<file path="src/rtl/sd_spi_pkg.sv">
// sd_spi_pkg: shared states and SD protocol constants for the SPI-mode card responder
package sd_spi_pkg;
  typedef enum logic [2:0] {RX_CMD, NCR, TX_RESP, READ_GAP, TX_TOKEN, TX_DATA, TX_CRC} state_t;
  localparam logic [5:0] CMD0 = 6'd0;
  localparam logic [5:0] CMD8 = 6'd8;
  localparam logic [5:0] CMD17 = 6'd17;
  localparam logic [5:0] CMD41 = 6'd41;
  localparam logic [5:0] CMD55 = 6'd55;
  localparam logic [5:0] CMD58 = 6'd58;
  localparam int R1_IDLE = 0;
  localparam int R1_ILLEGAL = 2;
  localparam int R1_CRC = 3;
  localparam logic [31:0] OCR_READY = 32'hC0FF8000;
  localparam logic [31:0] OCR_IDLE = 32'h40FF8000;
  localparam logic [7:0] DATA_TOKEN = 8'hFE;
  localparam int BLOCK_BYTES = 512;
endpackage

</file>
<file path="src/rtl/sd_spi_crc7.sv">
// sd_spi_crc7: bit-serial CRC7 (x^7+x^3+1); clr restarts the sum, and with en the current bit is the first one
module sd_spi_crc7 (
  input  logic       clk,
  input  logic       clr,
  input  logic       en,
  input  logic       d,
  output logic [6:0] crc
);
  logic [6:0] base;
  logic fb;
  always_comb begin
    base = clr ? 7'd0 : crc;
    fb = base[6] ^ d;
  end
  always_ff @(posedge clk)
    crc <= en ? ({base[5:0], 1'b0} ^ (fb ? 7'h09 : 7'h00)) : base;
endmodule

</file>
<file path="src/rtl/sd_spi_responder.sv">
// sd_spi_responder: SPI-mode SD card model (CMD0/8/17/55/ACMD41/58); define SD_RESP_CRC_EN to check command CRC7
module sd_spi_responder
  import sd_spi_pkg::*;
#(
  parameter int ADDR_W = 16,
  parameter int NAC_BYTES = 2
) (
  input  logic              iCLK_50,
  input  logic              reset,
  input  logic              SD_CLK,
  input  logic              SD_CS,
  input  logic              SD_MOSI,
  output logic              SD_MISO,
  output logic [ADDR_W-1:0] mem_addr,
  output logic              mem_rd,
  input  logic [7:0]        mem_rdata,
  output logic              card_idle
);
  localparam logic [8:0] LAST_BYTE = 9'(BLOCK_BYTES - 1);
  logic [1:0] clk_s, cs_s, mosi_s;
  logic clk_d, rise, fall, cs_hi, mosi, rx_en;
  state_t state;
  logic [46:0] cmd_sr;
  logic [47:0] frame;
  logic [5:0] bit_cnt;
  logic [7:0] tx_sr;
  logic [2:0] tx_bit;
  logic [39:0] resp;
  logic [2:0] resp_left;
  logic rd_pend;
  logic [ADDR_W-10:0] rd_blk;
  logic [3:0] cnt;
  logic [8:0] byte_idx;
  logic rd_q;
  logic [7:0] rdata_q;
  logic app;
  logic [5:0] idx;
  logic [31:0] arg;
  logic acmd41, ill, idle_c, app_c, rd_c, crc_bad;
  logic [7:0] r1;
  logic [39:0] resp_c;
  logic [2:0] len_c;
  logic unused_bits;

  always_ff @(posedge iCLK_50) begin
    clk_s <= {clk_s[0], SD_CLK};
    cs_s <= {cs_s[0], SD_CS};
    mosi_s <= {mosi_s[0], SD_MOSI};
    clk_d <= clk_s[1];
    rd_q <= mem_rd;
    if (rd_q) rdata_q <= mem_rdata;
  end

  assign rise = clk_s[1] & ~clk_d;
  assign fall = ~clk_s[1] & clk_d;
  assign cs_hi = cs_s[1];
  assign mosi = mosi_s[1];
  assign frame = {cmd_sr, mosi};
  assign rx_en = ~reset & ~cs_hi & (state == RX_CMD) & rise & ((bit_cnt != 6'd0) | ~mosi);
  assign unused_bits = ^{frame[47], frame[39:0]};

`ifdef SD_RESP_CRC_EN
  logic [6:0] crc;
  sd_spi_crc7 u_crc (
    .clk(iCLK_50),
    .clr(reset | (bit_cnt == 6'd0)),
    .en (rx_en & (bit_cnt < 6'd40)),
    .d  (mosi),
    .crc(crc)
  );
  assign crc_bad = crc != frame[7:1];
`else
  assign crc_bad = 1'b0;
`endif

  // Decode of the frame completing on this sample, including its effect on idle/app state
  always_comb begin
    idx = frame[45:40];
    arg = frame[39:8];
    acmd41 = (idx == CMD41) & app;
    ill = !(idx inside {CMD0, CMD8, CMD17, CMD55, CMD58}) & ~acmd41;
    idle_c = crc_bad ? card_idle : (idx == CMD0) ? 1'b1 : acmd41 ? 1'b0 : card_idle;
    app_c = ~crc_bad & (idx == CMD55);
    rd_c = ~crc_bad & (idx == CMD17) & ~card_idle;
    r1 = crc_bad ? ((8'd1 << R1_CRC) | (8'(card_idle) << R1_IDLE)) :
         ((idx == CMD17) & card_idle) ? 8'h05 :
         ((8'(ill) << R1_ILLEGAL) | (8'(idle_c) << R1_IDLE));
    resp_c = crc_bad ? {r1, 32'hFFFFFFFF} :
             (idx == CMD8) ? {r1, 8'h00, 8'h00, 4'h0, arg[11:8], arg[7:0]} :
             (idx == CMD58) ? {r1, card_idle ? OCR_IDLE : OCR_READY} : {r1, 32'hFFFFFFFF};
    len_c = (~crc_bad & ((idx == CMD8) | (idx == CMD58))) ? 3'd4 : 3'd0;
  end

  always_ff @(posedge iCLK_50) begin
    mem_rd <= 1'b0;
    if (reset) begin
      state <= RX_CMD;
      SD_MISO <= 1'b1;
      mem_addr <= '0;
      card_idle <= 1'b1;
      app <= 1'b0;
      bit_cnt <= '0;
      tx_bit <= '0;
      byte_idx <= '0;
      cnt <= '0;
    end else if (cs_hi) begin
      state <= RX_CMD;
      SD_MISO <= 1'b1;
      bit_cnt <= '0;
      tx_bit <= '0;
      byte_idx <= '0;
      cnt <= '0;
    end else if (state == RX_CMD) begin
      if (fall) SD_MISO <= 1'b1;
      if (rx_en) begin
        cmd_sr <= frame[46:0];
        bit_cnt <= (bit_cnt == 6'd47) ? 6'd0 : bit_cnt + 6'd1;
        if ((bit_cnt == 6'd47) && frame[46]) begin
          state <= NCR;
          tx_sr <= 8'hFF;
          tx_bit <= '0;
          resp <= resp_c;
          resp_left <= len_c;
          rd_pend <= rd_c;
          rd_blk <= frame[ADDR_W-2:8];
          card_idle <= idle_c;
          app <= app_c;
        end
      end
    end else if (fall) begin
      SD_MISO <= tx_sr[7];
      tx_sr <= {tx_sr[6:0], 1'b1};
      tx_bit <= tx_bit + 3'd1;
      // Fetch the next data byte a full byte time ahead of its load
      if ((tx_bit == 3'd0) && ((state == TX_TOKEN) || ((state == TX_DATA) && (byte_idx != LAST_BYTE)))) begin
        mem_rd <= 1'b1;
        mem_addr <= {rd_blk, (state == TX_TOKEN) ? 9'd0 : byte_idx + 9'd1};
      end
      if (tx_bit == 3'd7) begin
        case (state)
          NCR: begin
            tx_sr <= resp[39:32];
            resp <= {resp[31:0], 8'hFF};
            state <= TX_RESP;
          end
          TX_RESP: begin
            if (resp_left != 3'd0) begin
              tx_sr <= resp[39:32];
              resp <= {resp[31:0], 8'hFF};
              resp_left <= resp_left - 3'd1;
            end else if (rd_pend) begin
              tx_sr <= 8'hFF;
              cnt <= 4'(NAC_BYTES - 1);
              state <= READ_GAP;
            end else state <= RX_CMD;
          end
          READ_GAP: begin
            tx_sr <= (cnt == 4'd0) ? DATA_TOKEN : 8'hFF;
            state <= (cnt == 4'd0) ? TX_TOKEN : READ_GAP;
            cnt <= cnt - 4'd1;
          end
          TX_TOKEN: begin
            tx_sr <= rdata_q;
            byte_idx <= '0;
            state <= TX_DATA;
          end
          TX_DATA: begin
            if (byte_idx == LAST_BYTE) begin
              tx_sr <= 8'hFF;
              cnt <= 4'd1;
              state <= TX_CRC;
            end else begin
              tx_sr <= rdata_q;
              byte_idx <= byte_idx + 9'd1;
            end
          end
          TX_CRC: begin
            cnt <= cnt - 4'd1;
            if (cnt == 4'd0) state <= RX_CMD;
          end
          default: state <= RX_CMD;
        endcase
      end
    end
  end
endmodule

</file>
<file path="config.mk">
export PLATFORM = sky130hd
export DESIGN_NAME = sd_spi_responder
export DESIGN_NICKNAME = d
export VERILOG_FILES = /design/src/rtl/sd_spi_pkg.sv /design/src/rtl/sd_spi_crc7.sv /design/src/rtl/sd_spi_responder.sv
export SDC_FILE = /design/constraint.sdc
export NUM_CORES = 1
export LEC_CHECK = 0
export CAP_MARGIN = 5
export CORE_UTILIZATION = 30
export CTS_BUF_LIST = sky130_fd_sc_hd__clkbuf_8
export DETAILED_ROUTE_END_ITERATION = 10
export PLACE_DENSITY_LB_ADDON = 0.05
export SKIP_CTS_REPAIR_TIMING = 1
export SYNTH_ARGS = -nofsm -noshare
export SYNTH_HDL_FRONTEND = slang
export SYNTH_HIERARCHICAL = 1
export SYNTH_SLANG_ARGS = --single-unit
</file>
<file path="constraint.sdc">
create_clock -name iCLK_50 -period 4.7 [get_ports iCLK_50]
set_clock_uncertainty 0.1 [all_clocks]
set_input_delay 0.47 -clock iCLK_50 [delete_from_list [all_inputs] [get_ports iCLK_50]]
set_output_delay 0.47 -clock iCLK_50 [all_outputs]
set_load 0.1 [all_outputs]
</file>
# Yosys cells after proc, flatten, opt, wreduce, memory -nomap -nowiden
# Index checks and enable logic that the tools add are counted.
# word_totals
register_bits,166
input_bits,13
# classes
add_sub_neg,5
eq_ne,25
mux,58
bitwise,22
reduce_logical,34
# ops
op,count
$mux W40,6
$mux W32,3
$pmux W40 S2,1
$mux W3,22
$mux W8,8
$pmux W8 S5,1
$eq A6 B6 Y1 const B,4
$mux W9,2
$pmux W3 S6,1
$pmux W9 S2,1
$reduce_and A8 Y1,2
$reduce_and A5 Y1,3
$reduce_and A7 Y1,2
$eq A3 B3 Y1 const B,4
$mux W4,3
$pmux W4 S3,1
$reduce_and A4 Y1,3
$and A1 B1 Y1,10
$reduce_bool A2 Y1,5
$add A9 B1 Y9 const B,1
$eq A9 B9 Y1 const B,1
$ne A3 B3 Y1 const B,3
$ne A9 B9 Y1 const B,1
$not A1 Y1,9
29 further kinds,47

# Depth between registers and ports, before layout
# depth
ltp_word,9
mapped_depth,12

# Worst setup path after synthesis
# No wires, ideal clock.
# synth_path
kind,input to register
start,input port reset
end,"register resp[0], enable pin"
setup_time_ns,0.487
arrival_time_ns,3.927
path_slack_ns,0.186
stages,4
path_buffers,0
path_cell_list,nor4b_2 -> nand4_1 -> and2_1 -> nor3_1
# synth_between
elab_chain_cells,7
# synth_lines
element,line_no,rtl
"start, declared",sd_spi_responder.sv:9,"input logic reset,"
$not A1 Y1 (no line) *,--,
$and A1 B1 Y1 (4 in a row),sd_spi_responder.sv:59,assign rx_en = ~reset & ~cs_hi & (state == RX_CMD) & rise & ((bit_cnt != 6'd0) | ~mosi);
$ne A2 B2 Y1 (no line),--,
$reduce_and A8 Y1 (no line) *,--,
"end signal, assigned",sd_spi_responder.sv:122,resp <= resp_c;
"end signal, assigned",sd_spi_responder.sv:143,"resp <= {resp[31:0], 8'hFF};"
"end signal, assigned",sd_spi_responder.sv:149,"resp <= {resp[31:0], 8'hFF};"
"end, declared",sd_spi_responder.sv:28,logic [39:0] resp;
# Every way passes the cells marked *; elsewhere a longest branch is shown, timed or not.
# A chain may end at the register's enable or synchronous reset.

# Worst setup path after layout
# layout_path
start,register byte_idx[0]
end,register mem_addr[5]
# layout_between
elab_chain_cells,5
word_cells_on_any_way,7
# layout_lines
element,line_no,rtl
"start, declared",sd_spi_responder.sv:33,logic [8:0] byte_idx;
"start signal, assigned",sd_spi_responder.sv:174,byte_idx <= byte_idx + 9'd1;
branches (longest 5 deep; another with $add A9 B1 Y9),--,
"end signal, assigned",sd_spi_responder.sv:137,"mem_addr <= {rd_blk, (state == TX_TOKEN) ? 9'd0 : byte_idx + 9'd1};"
"end, declared",sd_spi_responder.sv:14,"output logic [ADDR_W-1:0] mem_addr,"
# Several ways; the timed one is not identified.

==> impl_metrics.csv <==
group,metric,value,unit
layout,drive_above_1_share,10.8,%
floorplanning,start_util,30.6,%
floorplanning,core,0.0226,mm²
worst_hold_path,hold_depth,0,
timing,slew_headroom,34.4,%
logic_synthesis,ys.flop_type,"edfxtp_1",
timing,rsz0062_at_grt,"false",
timing,fin_tns_setup,0,ps
timing,setup_ws,1470,ps
floorplanning,chipHeight,154,µm
clock_tree,cts_tree,"yes",
logic_synthesis,seq_area_frac_synth,64.6,%
floorplanning,dieWidth,154,µm
clock_tree,clk_path_buf_depth,2,
grt,grt_max_degree,41,
power,powerDensity,330,mW/mm²
grt,grt_pass1_wl,24.5,mm
layout,final_nets,624,
logic_synthesis,async_flop_share,0,%
worst_hold_path,holdCritPathClass,"reg -> reg",
logic_synthesis,syn_area,0.00690,mm²
timing,max_slew.worst_pin.slew,981,ps
layout,final_area,0.00789,mm²
grt,antenna_found_initial,0,
power,power.leakage,2.50,nW
detailed_routing,ant_nets,0,
setup_path,reg2reg_depth,10,
timing,fmax,310,MHz
logic_synthesis,synth_cells,570,
clock_tree,cts.sinks,166,
logic_synthesis,synth_area_leaders,"edfxtp_1 (49%), dfxtp_1 (15%), nand2_1 (3.8%)",
logic_synthesis,synth_nets,594,
job,cap_violations,0,
detailed_routing,drt_wl_total,15.6,mm
setup_path,r2r-end,"mem_addr[5]",
power,finalPower,2.61,mW
layout,layout_commonest_cell,"edfxtp_1",
layout,diodes,0,
floorplanning,io_pins,32,
layout,final_cells,898,
detailed_routing,drc_errors,0,
place,dp.cells,866,
floorplanning,rows,55,
setup_path,r2r_start,"byte_idx[0]",
floorplanning,dieArea,0.0236,mm²
detailed_routing,via_count,4380,
grt,grt_overflow,0,
setup_path,cp.required,4990,ps
logic_synthesis,yosysTopAreaCell,"edfxtp_1",
clock_tree,clk_pin_slew,100,ps
grt,grt_pass1_vias,4291,
logic_synthesis,yosysWarnings,6,
layout,syn2layout_area_growth,14.3,%
logic_synthesis,synth_top_area_share,49.2,%
power,ir_drop,0.163,mV
timing,post-route-min-period,3230,ps
worst_hold_path,hp-start,"clk_s[0]",
logic_synthesis,ys_types,72,
layout,final_util,34.9,%
run_status,outcome,"complete, no violations",
clock_tree,insertion_delay,460,ps
clock_tree,numCtsBuffers,17,
setup_path,crit_path_end_kind,"register",
place,dp_hpwl,10.5,mm
logic_synthesis,synth_edf_count,113,
timing,setup_violations,0,
worst_hold_path,whs_endpoint,"clk_s[1]",
clock_tree,h-tree-depth,4,
place,pre_cts_ws,1200,ps
layout,final_cell_mix,"edfxtp_1 (113), nand2_1 (70), dfxtp_1 (53)",
setup_path,crit_path_start_kind,"register",
timing,slew_viol_final,0,
detailed_routing,via_per_inst,4.88,
place,routabilityCongestion,0.779,
detailed_routing,first_pass_iters,4,
timing,timing.hold.ws,239,ps
logic_synthesis,synth_seq_cells,166,
place,postPlaceCellArea,0.00748,mm²
logic_synthesis,syn_avg_cell_area,12.1,µm²
setup_path,path_max_fanout,14,
place,io_buffers,31,
setup_path,worstSetupPathType,"reg -> reg",
clock_tree,clockRootBuffer,"clkbuf_8",
setup_path,arrival,3520,ps
timing,hold_viol,0,
grt,grtUsageTotal,13.8,%
setup_path,r2r_slack,1470,ps
detailed_routing,drt_iter0_markers,278,
detailed_routing,wl_per_cell,17.4,µm
timing,fin_crit_sh,68.7,%
[final cells by class]
cell class / count / area, µm²
Clock buffer: 18 / 248
Multi-Input combinational cell: 363 / 2260
Timing Repair Buffer: 37 / 355
Sequential cell: 166 / 4450
Tap cell: 285 / 357
Clock inverter: 14 / 158
Inverter: 15 / 56.3
Fill cell: 2233 / 14700
[critical path, stage by stage (launching register included)]
cell and delay (ps):
dfxtp_1 360, ha_1 250, and3_1 260, and3_1 210, and3_1 190, ha_1 290
nand2_1 260, nand2_1 120, nor3b_2 750, nand3_1 160, a21oi_1 200
[routing by layer]
layer,GRT usage [%],vias to the layer above,share of wire [%]
met5,0,-,0
met4,4.33,0,1.5
met3,3.27,17,3.3
met2,21.7,66,46
met1,18.7,2142,49
li1,-,2155,-
[cell families (layout without fill, tap and decap cells)]
| kind of cell | after synthesis | in the layout | synth area share (%) |
|---|---|---|---|
| adders and majority gates | 11 | 11 | 1.99 |
| buffers and inverters | 41 | 84 | 2.79 |
| xor gates and xnor gates | 12 | 12 | 1.52 |
| and+or+nand+nor | 213 | 213 | 16.4 |
| AOI/OAI and AO/OA | 127 | 127 | 12.8 |
| DFF | 166 | 166 | 64.6 |
[how the worst max path moves through the flow]
| stage | from | end | cells past startpoint |
|---|---|---|---|
| global placement | reset | rd_blk[5] | 7 |
| finish | byte_idx[0] | mem_addr[5] | 10 |
| global route | byte_idx[0] | mem_addr[3] | 10 |
| detailed placement | reset | rd_blk[3] | 7 |
| CTS | byte_idx[0] | mem_addr[5] | 10 |
| floorplan | reset | resp[0] | 4 |
[registers in the layout, summed over array words and instances (netlist names), 2 cells and up]
register,cells
bit_cnt,6
byte_idx,9
clk_s,2
cmd_sr,46
cnt,4
cs_s,2
mem_addr,16
mosi_s,2
rd_blk,7
rdata_q,8
resp,40
resp_left,3
state,3
tx_bit,3
tx_sr,8
[cell usage after synthesis (all sizes together), types with 5 or more instances]
library cell  number
nand3             17
edfxtp           113
ha                11
a211oi             7
or3                5
a22oi              5
buf               14
and3               7
o21a              11
inv               14
nor2              54
xor2               8
nand4              7
a21oi             43
clkbuf            12
and2               9
nor3              13
dfxtp             53
o21ai             22
nand2             73
[power by group]
part | switching [mW] | total (mW) | internal [mW]
registers | 0.00453 | 1.55 | 1.55
clock network | 0.608 | 1.02 | 0.412
logic | 0.0181 | 0.0305 | 0.0124
Power figures use the tool's default switching activity.
